## src/rtl/rv32imf_apu_arbiter.sv

```systemverilog
// Shares one FP APU among NUM_CH cores. Round-robin arbitration with a lock
// that pins the winner until the FP unit grants it. An in-order tag FIFO routes
// each result back to its issuer. Also drives the APU clock-gate enable, which
// stays high for CLK_HOLD cycles after the last activity.
module rv32imf_apu_arbiter #(
  parameter int NUM_CH          = 2,
  parameter int MAX_OUTSTANDING = 4,
  parameter int CLK_HOLD        = 2
) (
  input  logic                         clk_i,
  input  logic                         rst_i,
  input  logic [NUM_CH-1:0]            ch_req_i,
  output logic [NUM_CH-1:0]            ch_gnt_o,
  input  logic [NUM_CH-1:0][2:0][31:0] ch_operands_i,
  input  logic [NUM_CH-1:0][5:0]       ch_op_i,
  input  logic [NUM_CH-1:0][14:0]      ch_flags_i,
  output logic [NUM_CH-1:0]            ch_rvalid_o,
  output logic [31:0]                  ch_result_o,
  output logic [4:0]                   ch_rflags_o,
  output logic                         apu_req_o,
  input  logic                         apu_gnt_i,
  output logic [2:0][31:0]             apu_operands_o,
  output logic [5:0]                   apu_op_o,
  output logic [14:0]                  apu_flags_o,
  input  logic                         apu_rvalid_i,
  input  logic [31:0]                  apu_rdata_i,
  input  logic [4:0]                   apu_rflags_i,
  output logic                         apu_clk_en_o,
  output logic                         busy_o,
  output logic                         err_o
);

  localparam int IW = (NUM_CH > 1) ? $clog2(NUM_CH) : 1;
  localparam int PW = (MAX_OUTSTANDING > 1) ? $clog2(MAX_OUTSTANDING) : 1;
  localparam int CW = $clog2(MAX_OUTSTANDING + 1);
  localparam int HW = (CLK_HOLD > 0) ? $clog2(CLK_HOLD + 1) : 1;

  logic [IW-1:0]                      rr_ptr_q, rr_ptr_d;
  logic                               lock_vld_q, lock_vld_d;
  logic [IW-1:0]                      lock_idx_q, lock_idx_d;
  logic [MAX_OUTSTANDING-1:0][IW-1:0] fifo_q, fifo_d;
  logic [PW-1:0]                      wr_ptr_q, wr_ptr_d;
  logic [PW-1:0]                      rd_ptr_q, rd_ptr_d;
  logic [CW-1:0]                      cnt_q, cnt_d;
  logic [HW-1:0]                      hold_cnt_q, hold_cnt_d;
  logic                               err_q, err_d;

  logic [IW-1:0] rr_win, cand, winner, head;
  logic          rr_found, any_req, lock_drop, fifo_full, fifo_empty;
  logic          hs, pop, activity;

  function automatic logic [PW-1:0] ptr_inc(input logic [PW-1:0] p);
    return (p == PW'(MAX_OUTSTANDING - 1)) ? '0 : p + PW'(1);
  endfunction

  // Round-robin scan starting at rr_ptr
  always_comb begin
    rr_win   = rr_ptr_q;
    rr_found = 1'b0;
    cand     = '0;
    for (int i = 0; i < NUM_CH; i++) begin
      cand = IW'((int'(rr_ptr_q) + i) % NUM_CH);
      if (!rr_found && ch_req_i[cand]) begin
        rr_win   = cand;
        rr_found = 1'b1;
      end
    end
  end

  assign any_req    = |ch_req_i;
  assign winner     = lock_vld_q ? lock_idx_q : rr_win;
  // A locked channel that withdraws must not be presented to the FP unit.
  assign lock_drop  = lock_vld_q & ~ch_req_i[lock_idx_q];
  assign fifo_full  = (cnt_q == CW'(MAX_OUTSTANDING));
  assign fifo_empty = (cnt_q == '0);
  assign apu_req_o  = any_req & ~fifo_full & ~lock_drop;
  assign hs         = apu_req_o & apu_gnt_i;
  assign pop        = apu_rvalid_i & ~fifo_empty;
  assign head       = fifo_q[rd_ptr_q];
  assign activity   = any_req | ~fifo_empty | apu_rvalid_i;

  assign apu_operands_o = any_req ? ch_operands_i[winner] : '0;
  assign apu_op_o       = any_req ? ch_op_i[winner]       : '0;
  assign apu_flags_o    = any_req ? ch_flags_i[winner]    : '0;
  assign ch_result_o    = apu_rdata_i;
  assign ch_rflags_o    = apu_rflags_i;
  assign apu_clk_en_o   = activity | (hold_cnt_q != '0);
  assign busy_o         = ~fifo_empty | any_req;
  assign err_o          = err_q;

  // Per-channel grant and result-valid decode
  always_comb begin
    ch_gnt_o    = '0;
    ch_rvalid_o = '0;
    for (int i = 0; i < NUM_CH; i++) begin
      ch_gnt_o[i]    = hs  && (winner == IW'(i));
      ch_rvalid_o[i] = pop && (head == IW'(i));
    end
  end

  // Next state for arbitration, tag FIFO, clock hold and error flag
  always_comb begin
    rr_ptr_d   = rr_ptr_q;
    lock_vld_d = lock_vld_q;
    lock_idx_d = lock_idx_q;
    fifo_d     = fifo_q;
    wr_ptr_d   = wr_ptr_q;
    rd_ptr_d   = rd_ptr_q;
    cnt_d      = cnt_q;

    if (hs) begin
      rr_ptr_d   = (winner == IW'(NUM_CH - 1)) ? '0 : winner + IW'(1);
      lock_vld_d = 1'b0;
    end else if (lock_drop) begin
      lock_vld_d = 1'b0;
    end else if (apu_req_o && !lock_vld_q) begin
      lock_vld_d = 1'b1;
      lock_idx_d = winner;
    end

    if (hs) begin
      fifo_d[wr_ptr_q] = winner;
      wr_ptr_d         = ptr_inc(wr_ptr_q);
    end
    if (pop) rd_ptr_d = ptr_inc(rd_ptr_q);
    case ({hs, pop})
      2'b10:   cnt_d = cnt_q + CW'(1);
      2'b01:   cnt_d = cnt_q - CW'(1);
      default: cnt_d = cnt_q;
    endcase

    if (activity)                hold_cnt_d = HW'(CLK_HOLD);
    else if (hold_cnt_q != '0)   hold_cnt_d = hold_cnt_q - HW'(1);
    else                         hold_cnt_d = hold_cnt_q;

    err_d = err_q | (apu_rvalid_i & fifo_empty) | lock_drop;
  end

  // State registers
  always_ff @(posedge clk_i or posedge rst_i) begin
    if (rst_i) begin
      rr_ptr_q   <= '0;
      lock_vld_q <= 1'b0;
      lock_idx_q <= '0;
      fifo_q     <= '0;
      wr_ptr_q   <= '0;
      rd_ptr_q   <= '0;
      cnt_q      <= '0;
      hold_cnt_q <= '0;
      err_q      <= 1'b0;
    end else begin
      rr_ptr_q   <= rr_ptr_d;
      lock_vld_q <= lock_vld_d;
      lock_idx_q <= lock_idx_d;
      fifo_q     <= fifo_d;
      wr_ptr_q   <= wr_ptr_d;
      rd_ptr_q   <= rd_ptr_d;
      cnt_q      <= cnt_d;
      hold_cnt_q <= hold_cnt_d;
      err_q      <= err_d;
    end
  end

endmodule

```

## config.mk

```make
export PLATFORM = sky130hd
export DESIGN_NAME = rv32imf_apu_arbiter
export DESIGN_NICKNAME = d
export VERILOG_FILES = /design/src/rtl/rv32imf_apu_arbiter.sv
export SDC_FILE = /design/constraint.sdc
export NUM_CORES = 1
export LEC_CHECK = 0
export CORE_AREA = 2 2 170 172
export CTS_BUF_LIST = sky130_fd_sc_hd__clkbuf_16
export DETAILED_ROUTE_END_ITERATION = 8
export DIE_AREA = 0 0 172 174
export GPL_ROUTABILITY_DRIVEN = 0
export PLACE_DENSITY = 0.43
export REMOVE_ABC_BUFFERS = 1
export SLEW_MARGIN = 20
export SYNTH_ARGS = -nofsm -noshare
export SYNTH_HDL_FRONTEND = slang
export SYNTH_SLANG_ARGS = --single-unit
```

## constraint.sdc

```tcl
create_clock -name clk_i -period 6.1 [get_ports clk_i]
set_input_delay 1.83 -clock clk_i [delete_from_list [all_inputs] [get_ports clk_i]]
set_output_delay 1.83 -clock clk_i [all_outputs]
set_load 0.005 [all_outputs]
```

# After elaboration in Yosys (flattened, before gate mapping)
# Index checks and enable logic that the tools add are counted.
[op_classes]
bitwise_logic = 18
addsub = 7
n_reduce_logical = 16
eq_ne = 5
order_cmp = 7
mux = 32
[op_table]
columns = ["operator", "count"]
rows = [
  ["96-bit two-way mux", 3],
  ["15-bit two-way mux", 3],
  ["6-bit two-way mux", 3],
  ["1-bit two-way mux", 15],
  ["1-bit by 2-bit < comparator with 1-bit output (second input constant)", 4],
  ["2-bit two-way mux", 4],
  ["1-bit logical AND", 7],
  ["1-bit NOT", 7],
  ["1-bit AND", 6],
  ["2-bit equality test (second input constant)", 3],
  ["2-bit by 3-bit < comparator with 1-bit output (second input constant)", 2],
  ["3-bit one-hot mux with 2 select lines", 1],
  ["2-bit nonzero test", 3],
  ["1-bit bitwise OR", 5],
  ["2-bit by 1-bit adder with 2-bit output (second input constant)", 2],
  ["4-bit bitwise mux", 1],
  ["3-bit by 1-bit adder with 3-bit output (second input constant)", 1],
  ["3-bit equality test (second input constant)", 1],
  ["3-bit zero test", 1],
  ["3-bit AND reduction", 1],
  ["3-bit nonzero test", 1],
  ["3-bit by 1-bit subtractor with 3-bit output (second input constant)", 1],
  ["1-bit adder (second input constant)", 2],
  ["1-bit binary-select mux with 2-bit select", 1],
  ["6 further kinds", 7],
]
[totals]
elab_cells = 97
register_bits = 17
inputBits = 277
output_inout_bits = 162

# Depth between registers and ports, before layout
# Gate-level depths: netlist of the first run.
[depth]
ltp_word = 10
ltp_mapped = 11

# Worst setup path before layout of the first run
# Ideal clock, no wire load.
[synth_timing]
path_type = "input -> output"
startpoint = "input port ch_req_i[0]"
endpoint = "output port apu_op_o[0]"
path_stages = 7
required_ps = 4270
t_arrival_ps = 2946
slack_ps = 1324
path_buffers = 3
path_cell_list = "inv_2 > maj3_2 > mux2i_1 > buf_2 > buf_8 > buf_8 > mux2i_1"
[synth_via]
elab_chain_len = 10
elab_cells_between_ends = 13
cone_classes = "mux (10); reduce/logical (3)"
[synth_lines]
columns = ["item", "line_no", "rtl"]
rows = [
  ["start, declared", "12", "input logic [NUM_CH-1:0] ch_req_i,"],
  ["1-bit two-way mux (not written as such) (2 in series)", "63", "if (!rr_found && ch_req_i[cand]) begin"],
  ["1-bit two-way mux", "63", ""],
  ["1-bit zero test", "63", ""],
  ["1-bit logical AND", "63", ""],
  ["1-bit two-way mux", "63", ""],
  ["1-bit two-way mux", "71", "assign winner = lock_vld_q ? lock_idx_q : rr_win;"],
  ["6-bit two-way mux (not written as such) (2 in series)", "83", "assign apu_op_o = any_req ? ch_op_i[winner] : '0;"],
  ["6-bit two-way mux (*)", "83", ""],
  ["end, declared", "23", "output logic [5:0] apu_op_o,"],
]
# Every way passes the cells marked *; elsewhere a longest branch is shown, timed or not. The select of a mux whose other input is x is not followed.

==> impl_results.md, run 1 <==
* Critical path required time at 4270 ps
* Most frequent cell after synthesis: nand2_1
* Root Driver: clkbuf_16
* Starting density of the core at 12.5%
* Synth Instances at 519
* Post-synthesis cell type with the largest combined area: mux2i_1
* Routed WL at 18800 um
* CTS max path bufs at 2
* Tightest Pin Transition at 702 ps
* IO buf count at 364
* Flops & latches, synth at 17
* LEAKAGE at 3.51 nW
* Setup crit start kind: primary input
* Resized Gates After CTS at 0
* Achievable Freq at 0.167 GHz
* Cell family with most CP delay: buffers and inverters
* Num CTS Buffers at 3
* Comb pwr share at 85.1%
* Top cells by count, synth: nand2_1 (240), mux2i_1 (120), buf_4 (44), dfrtp_1 (17), clkbuf_1 (15)
* Die area at 0.0299 mm2
* Starting DRT DRC Count at 111
* Initial antenna violation count at 0
* Post-synth EDFFs at 0
* Max cap viols at 0
* ANT cells at 0
* Cell chain of the critical path: clkdlybuf4s50_1, inv_2, maj3_2, mux2i_4, buf_12, buf_12, mux2i_1, clkdlybuf4s50_1
* CP bufs+invs at 5
* CP Max Fanout at 13
* # hold bufs at CTS at 0
* Clock share of power at 5.7%
* Final period util at 98.1%
* Final antenna-violating net count at 0
* Die Y at 174 um
* Syn Area/Cell at 6.80 um2
* I/O pins at 439
* Worst slew margin at 53.2%
* TNS Setup at 0 ps
* Synth top area share at 34.1%
* Core Region at 0.0282 mm2
* Power per cell area at 302 mW/mm2
* Setup CP Type: primary input to output port
* Clock Sink Count at 17
* Peak per-stage delay on the critical path at 560 ps
* Via count of the first global-routing pass at 4501
* HP Class: register to register
* R2R Path Start: lock_idx_q
* Area contributors post-synth: mux2i_1 (34%), nand2_1 (26%), dfrtp_1 (12%)
* Part of the power in registers at 9.2%
* VDD IR max at 0.000106 V
* Vias at 4501
* Worst Clk Skew at 1.95 ps
* Share of post-route cells with drive strength above 1 at 5.69%
* Synth unique cells at 32
* Die width at 172 um
* RSZ-0062 raised after global routing: false
* Crit path from: ch_req_i[0]
* TritonCTS clock tree: built
* Slowest library cell on the worst path: clkdlybuf4s50_1
* Worst-path clk slew at 50 ps
* Pin count of the biggest net entering global routing at 52
* First-pass GRT wire length at 27100 um
* FFs w/ async S/R, synth at 100%
* Nets at 1129
* Status: finished, final reports clean
* Top_reg_cell synth: dfrtp_1
* Grt total ovfl at 0
* NetSw at 824 uW
* Vias per std cell at 3.67
* Total power draw at 2.31 mW
* Cell area after synthesis at 0.00353 mm2
* Hold path start: err_o
* CP arrival at 4150 ps
* Pre-antenna DRT Iters at 4
* Switching Fraction at 35.7%
* Post-DP HPWL at 15900 um
* Hold Fails Final Rpt at 0
* Gr usage total at 11.8%
* Number of core rows at 62
* Post-synthesis sequential area ratio at 12.1%
* H-tree depth at 1
* Min Tclk post-route at 5980 ps
* CP endpoint kind: output port
* YS warnings at 0
* Final setup viols at 0
* Area added between synthesis and finish at 116%
* Skew-Pair Late Insertion Delay at 250 ps
* WL per Instance at 15.3 um
* Max Slew Vio Count at 0
* Drt drc at 0
* Post-CTS setup buffer count at 0
* Int Pwr at 1.48 mW
## stage by stage
stage | std cells | area [um2] | utilization (%) | hold WS (ps) | setup WS [ps]
finish | 1227 | 7630 | 27.0 | 479 | 119
global route | 1227 | 7630 | 27.0 | 506 | 1.83
CTS | 1218 | 7570 | 26.8 | 482 | 64.4
detailed placement | 1214 | 7490 | 26.5 | 467 | 72.1
global placement | 1214 | 7490 | 26.5 | 458 | 68.4
floorplan | 440 | 2990 | - | 454 | -6920
## kinds of logic (layout without fill, tap and decap cells)
group	count (synthesis)	in the layout	share of synthesized area (%)
AOI/OAI and AO/OA	16	16	3.23
DFF	17	17	12.1
buffers and inverters	90	414	16.4
adders and majority gates	9	9	3.37
and+or+nand+nor	259	259	28.3
xor gates and xnor gates	4	4	0.993
muxes	124	124	35.7
## cell usage in the layout (no fill, tap or decap), types with 7 or more instances in the layout
master             n
nand2_1          240
nor2_1             8
buf_12            13
mux2i_1          119
ha_1               7
inv_1             10
dfrtp_1           17
a31oi_1            9
clkdlybuf4s50_1  364
buf_4             22
## power groups by stage
stage                     sequential, mW  combinational, mW  clock [mW]
after CTS                          0.212               1.95       0.135
after global placement             0.212               1.94           0
after global routing               0.220               2.11       0.139
final                              0.211               1.96       0.132
after floorplan                    0.197              0.898           0
after detailed placement           0.213               1.94           0
## registers in the layout (all words and copies together) (netlist names)
| register | flops |
|---|---|
| rr_ptr_q | 1 |
| rd_ptr_q | 2 |
| err_o | 1 |
| fifo_q | 4 |
| lock_vld_q | 1 |
| cnt_q | 3 |
| wr_ptr_q | 2 |
| hold_cnt_q | 2 |
| lock_idx_q | 1 |
## worst reg2reg max path: cells and delay by family, from the launching register on
| family | cells | cell delay [ps] |
|---|---|---|
| muxes | 1 | 370 |
| and+or+nand+nor | 2 | 320 |
| AOI/OAI and AO/OA | 1 | 120 |
| xor gates and xnor gates | 2 | 300 |
| DFF | 1 | 420 |
| adders and majority gates | 2 | 550 |
| buffers and inverters | 2 | 130 |
## cell type report
type	count	area [um2]
Fill cell	3117	20600
Timing Repair Buffer	399	4070
Multi-Input combinational cell	412	2540
Tap cell	384	480
Sequential cell	17	425
Clock buffer	3	75.1
Inverter	11	41.3
Clock inverter	1	3.75
## routing by layer
layer | vias to the layer above | part of all wire (%) | wire (um) | track usage, %
li1 | 2286 | - | - | -
met1 | 1967 | 38 | 7210 | 13.3
met2 | 232 | 45 | 8500 | 18.7
met3 | 14 | 15 | 2830 | 7.83
met4 | 2 | 0.79 | 149 | 1.33
met5 | - | 0.69 | 130 | 3.18
## final timing paths
kind / endpoint / slack, ps / cells past startpoint
setup / recovery: apu_operands_o[33] / 120 / 8
hold / removal: err_o / 480 / 2
setup reg to reg: cnt_q[2] / 3820 / 10
hold reg to reg: err_o / 480 / 2
max in group asynchronous: err_o / 3660 / 2
min in group asynchronous: fifo_q[3] / 2000 / 2
(Power assumes the default switching activity.)
==> run 2, diff against run 1 <==
- clock period: 6.1 -> 7.2 ns (I/O delays scaled with it)
==> impl_results.md, run 2 (synthesized netlist as in run 1, its figures left out) <==
* Clock share of power at 6.2% (was 5.7%)
* Starting DRT DRC Count at 182 (was 111)
* Grt total ovfl at 0 (unchanged)
* Clock Sink Count at 17 (unchanged)
* Pre-antenna DRT Iters at 4 (unchanged)
* # hold bufs at CTS at 0 (unchanged)
* Regs by FF count: fifo_q: 4 flops, cnt_q: 3 flops (unchanged)
* Pin count of the biggest net entering global routing at 96 (was 52)
* CTS max path bufs at 2 (unchanged)
* IO buf count at 364 (unchanged)
* Commonest cells after routing, fill and taps aside: clkdlybuf4s50_1 (364), nand2_1 (240), mux2i_1 (119), dfrtp_1 (17), inv_1 (10) (was clkdlybuf4s50_1 (364), nand2_1 (240), mux2i_1 (119), buf_4 (22), dfrtp_1 (17))
* Root Driver: clkbuf_16 (unchanged)
* Comb pwr share at 83.9% (was 85.1%)
* Slowest library cell on the worst path: clkdlybuf4s50_1 (unchanged)
* Max cap viols at 0 (unchanged)
* R2R cell count at 10 (unchanged)
* Hold Path Sink: cnt_q[2] (was err_o)
* Drt drc at 0 (unchanged)
* Worst-path clk slew at 50 ps (about the same)
* Routed WL at 18500 um (was 18800 um)
* Post-CTS setup buffer count at 0 (unchanged)
* Worst slew margin at 53.5% (was 53.2%)
* Starting density of the core at 12.5% (unchanged)
* Tightest Pin Transition at 697 ps (was 702 ps)
* First-pass GRT wire length at 27200 um (was 27100 um)
* Status: finished, final reports clean (unchanged)
* Power per cell area at 242 mW/mm2 (was 302 mW/mm2)
* Crit path top cell by count: clkdlybuf4s50_1
* Die width at 172 um (unchanged)
* Vias at 4407 (was 4501)
* LEAKAGE at 3.37 nW (was 3.51 nW)
* Final setup viols at 0 (unchanged)
* CP arrival at 4570 ps (was 4150 ps)
* Cell chain of the critical path: clkdlybuf4s50_1, inv_2, maj3_2, mux2i_4, buf_12, mux2i_1, clkdlybuf4s50_1 (was clkdlybuf4s50_1, inv_2, maj3_2, mux2i_4, buf_12, buf_12, mux2i_1, clkdlybuf4s50_1)
* Setup WS pre-CTS at 484 ps (was 72.1 ps)
* Initial antenna violation count at 0 (unchanged)
* Min Tclk post-route at 6730 ps
* CP bufs+invs at 4 (was 5)
* Part of the power in registers at 9.9% (was 9.2%)
* Cell family with most CP delay: buffers and inverters (unchanged)
* Critical path required time at 5040 ps (was 4270 ps)
* Final antenna-violating net count at 0 (unchanged)
* Final Non-Filler Cells at 1205 (was 1227)
* Die Y at 174 um (unchanged)
* Skew-Pair Late Insertion Delay at 250 ps (about the same)
* Area added between synthesis and finish at 109% (was 116%)
* Worst hold path depth at 1 (was 2)
* HP Class: register to register (unchanged)
* Placed cells at 1201 (was 1214)
* Hold Fails Final Rpt at 0 (unchanged)
* TritonCTS clock tree: built (unchanged)
* Worst Clk Skew at 0.978 ps (was 1.95 ps)
* Worst R2R End: cnt_q[2] (unchanged)
* Final WS setup at 466 ps (was 119 ps)
* Max Slew Vio Count at 0 (unchanged)
* Max reg flops at 4 (unchanged)
* H-tree depth at 1 (unchanged)
* NetSw at 667 uW (was 824 uW)
* WL per Instance at 15.4 um (was 15.3 um)
* VDD IR max at 0.000197 V (was 0.000106 V)
* CP endpoint kind: output port (unchanged)
* Core Region at 0.0282 mm2 (unchanged)
* Int Pwr at 1.12 mW (was 1.48 mW)
* RSZ-0062 raised after global routing: false (unchanged)
* I/O pins at 439 (unchanged)
* Top reg by flops: fifo_q (unchanged)
* Most common cell after layout, fill and taps aside: clkdlybuf4s50_1 (unchanged)
* R2R Setup Slk at 4680 ps (was 3820 ps)
* R2R Path Start: lock_idx_q (unchanged)
* Post-DP HPWL at 15300 um (was 15900 um)
* WHS at 482 ps (was 479 ps)
* Num CTS Buffers at 3 (unchanged)
* Resized Gates After CTS at 0 (unchanged)
* Share of post-route cells with drive strength above 1 at 3.17% (was 5.69%)
* Setup CP Type: primary input to output port (unchanged)
* Peak per-stage delay on the critical path at 550 ps (was 560 ps)
* Nets at 1107 (was 1129)
* ANT cells at 0 (unchanged)
* CP Max Fanout at 65 (was 13)
* Via count of the first global-routing pass at 4582 (was 4501)
* Achievable Freq at 0.148 GHz
* Number of core rows at 62 (unchanged)
* Hold path start: cnt_q[2] (was err_o)
* Vias per std cell at 3.66 (was 3.67)
* Gr usage total at 11.8% (about the same)
* Setup crit start kind: primary input (unchanged)
* Die area at 0.0299 mm2 (unchanged)
* Final period util at 93.5%
* Switching Fraction at 37.4% (was 35.7%)
## run 2: cell count changes in the layout (fill, tap and decap cells not counted), sizes merged
cell  before  now
buf       35   13
## run 2: layout make-up
type                            count  area (um2)
Fill cell                        3110       20900
Timing Repair Buffer              377        3820
Multi-Input combinational cell    412        2540
Tap cell                          384         480
Sequential cell                    17         425
Clock buffer                        3        75.1
Inverter                           11        41.3
Clock inverter                      1        3.75
## run 2: power groups by stage
stage	sequential [mW]	clock [mW]	combinational, mW
after floorplan	0.167	0	0.858
after detailed placement	0.179	0	1.52
after global routing	0.185	0.116	1.62
after global placement	0.178	0	1.53
after CTS	0.178	0.113	1.53
final	0.177	0.110	1.50
## run 2: worst register-to-register path: stages, from the launching register on
cell and delay (ps):
dfrtp_1 430, mux2i_1 190, a211oi_4 450, and2_1 410, inv_2 90, ha_1 240
inv_1 70, fa_1 170, xor2_1 140, nor2_1 70, xor2_1 140
## run 2: layer usage
layer  vias up  share of wire (%)  global-route usage, %  wire length [um]
met5         -               0.69                   3.18               127
met4         2               0.67                   1.12               125
met3        14                 15                   7.95              2850
met2       227                 46                   19.1              8450
met1      1923                 38                   12.9              6970
li1       2241                  -                      -                 -
## run 2: how the worst max path moves through the flow
stage           startpoint                 end  slack [ps]  cells after the start
2_1_floorplan  ch_req_i[0]         ch_gnt_o[0]       -6480                      4
3_3_place_gp   ch_req_i[0]     apu_flags_o[14]         430                      7
3_5_place_dp   ch_req_i[0]     apu_flags_o[14]         480                      7
4_1_cts        ch_req_i[0]     apu_flags_o[14]         460                      7
5_1_grt        ch_req_i[0]  apu_operands_o[88]         390                      7
6_report       ch_req_i[0]     apu_flags_o[14]         470                      7
## run 2: through the flow
stage	setup TNS [ps]	util, %	power (mW)	cell area (um2)
after floorplan	-793300	-	1.03	2990
after global placement	0	25.9	1.70	7300
after detailed placement	0	25.9	1.69	7300
after CTS	0	26.1	1.82	7380
after global routing	0	26.1	1.92	7380
final	0	26.1	1.78	7380
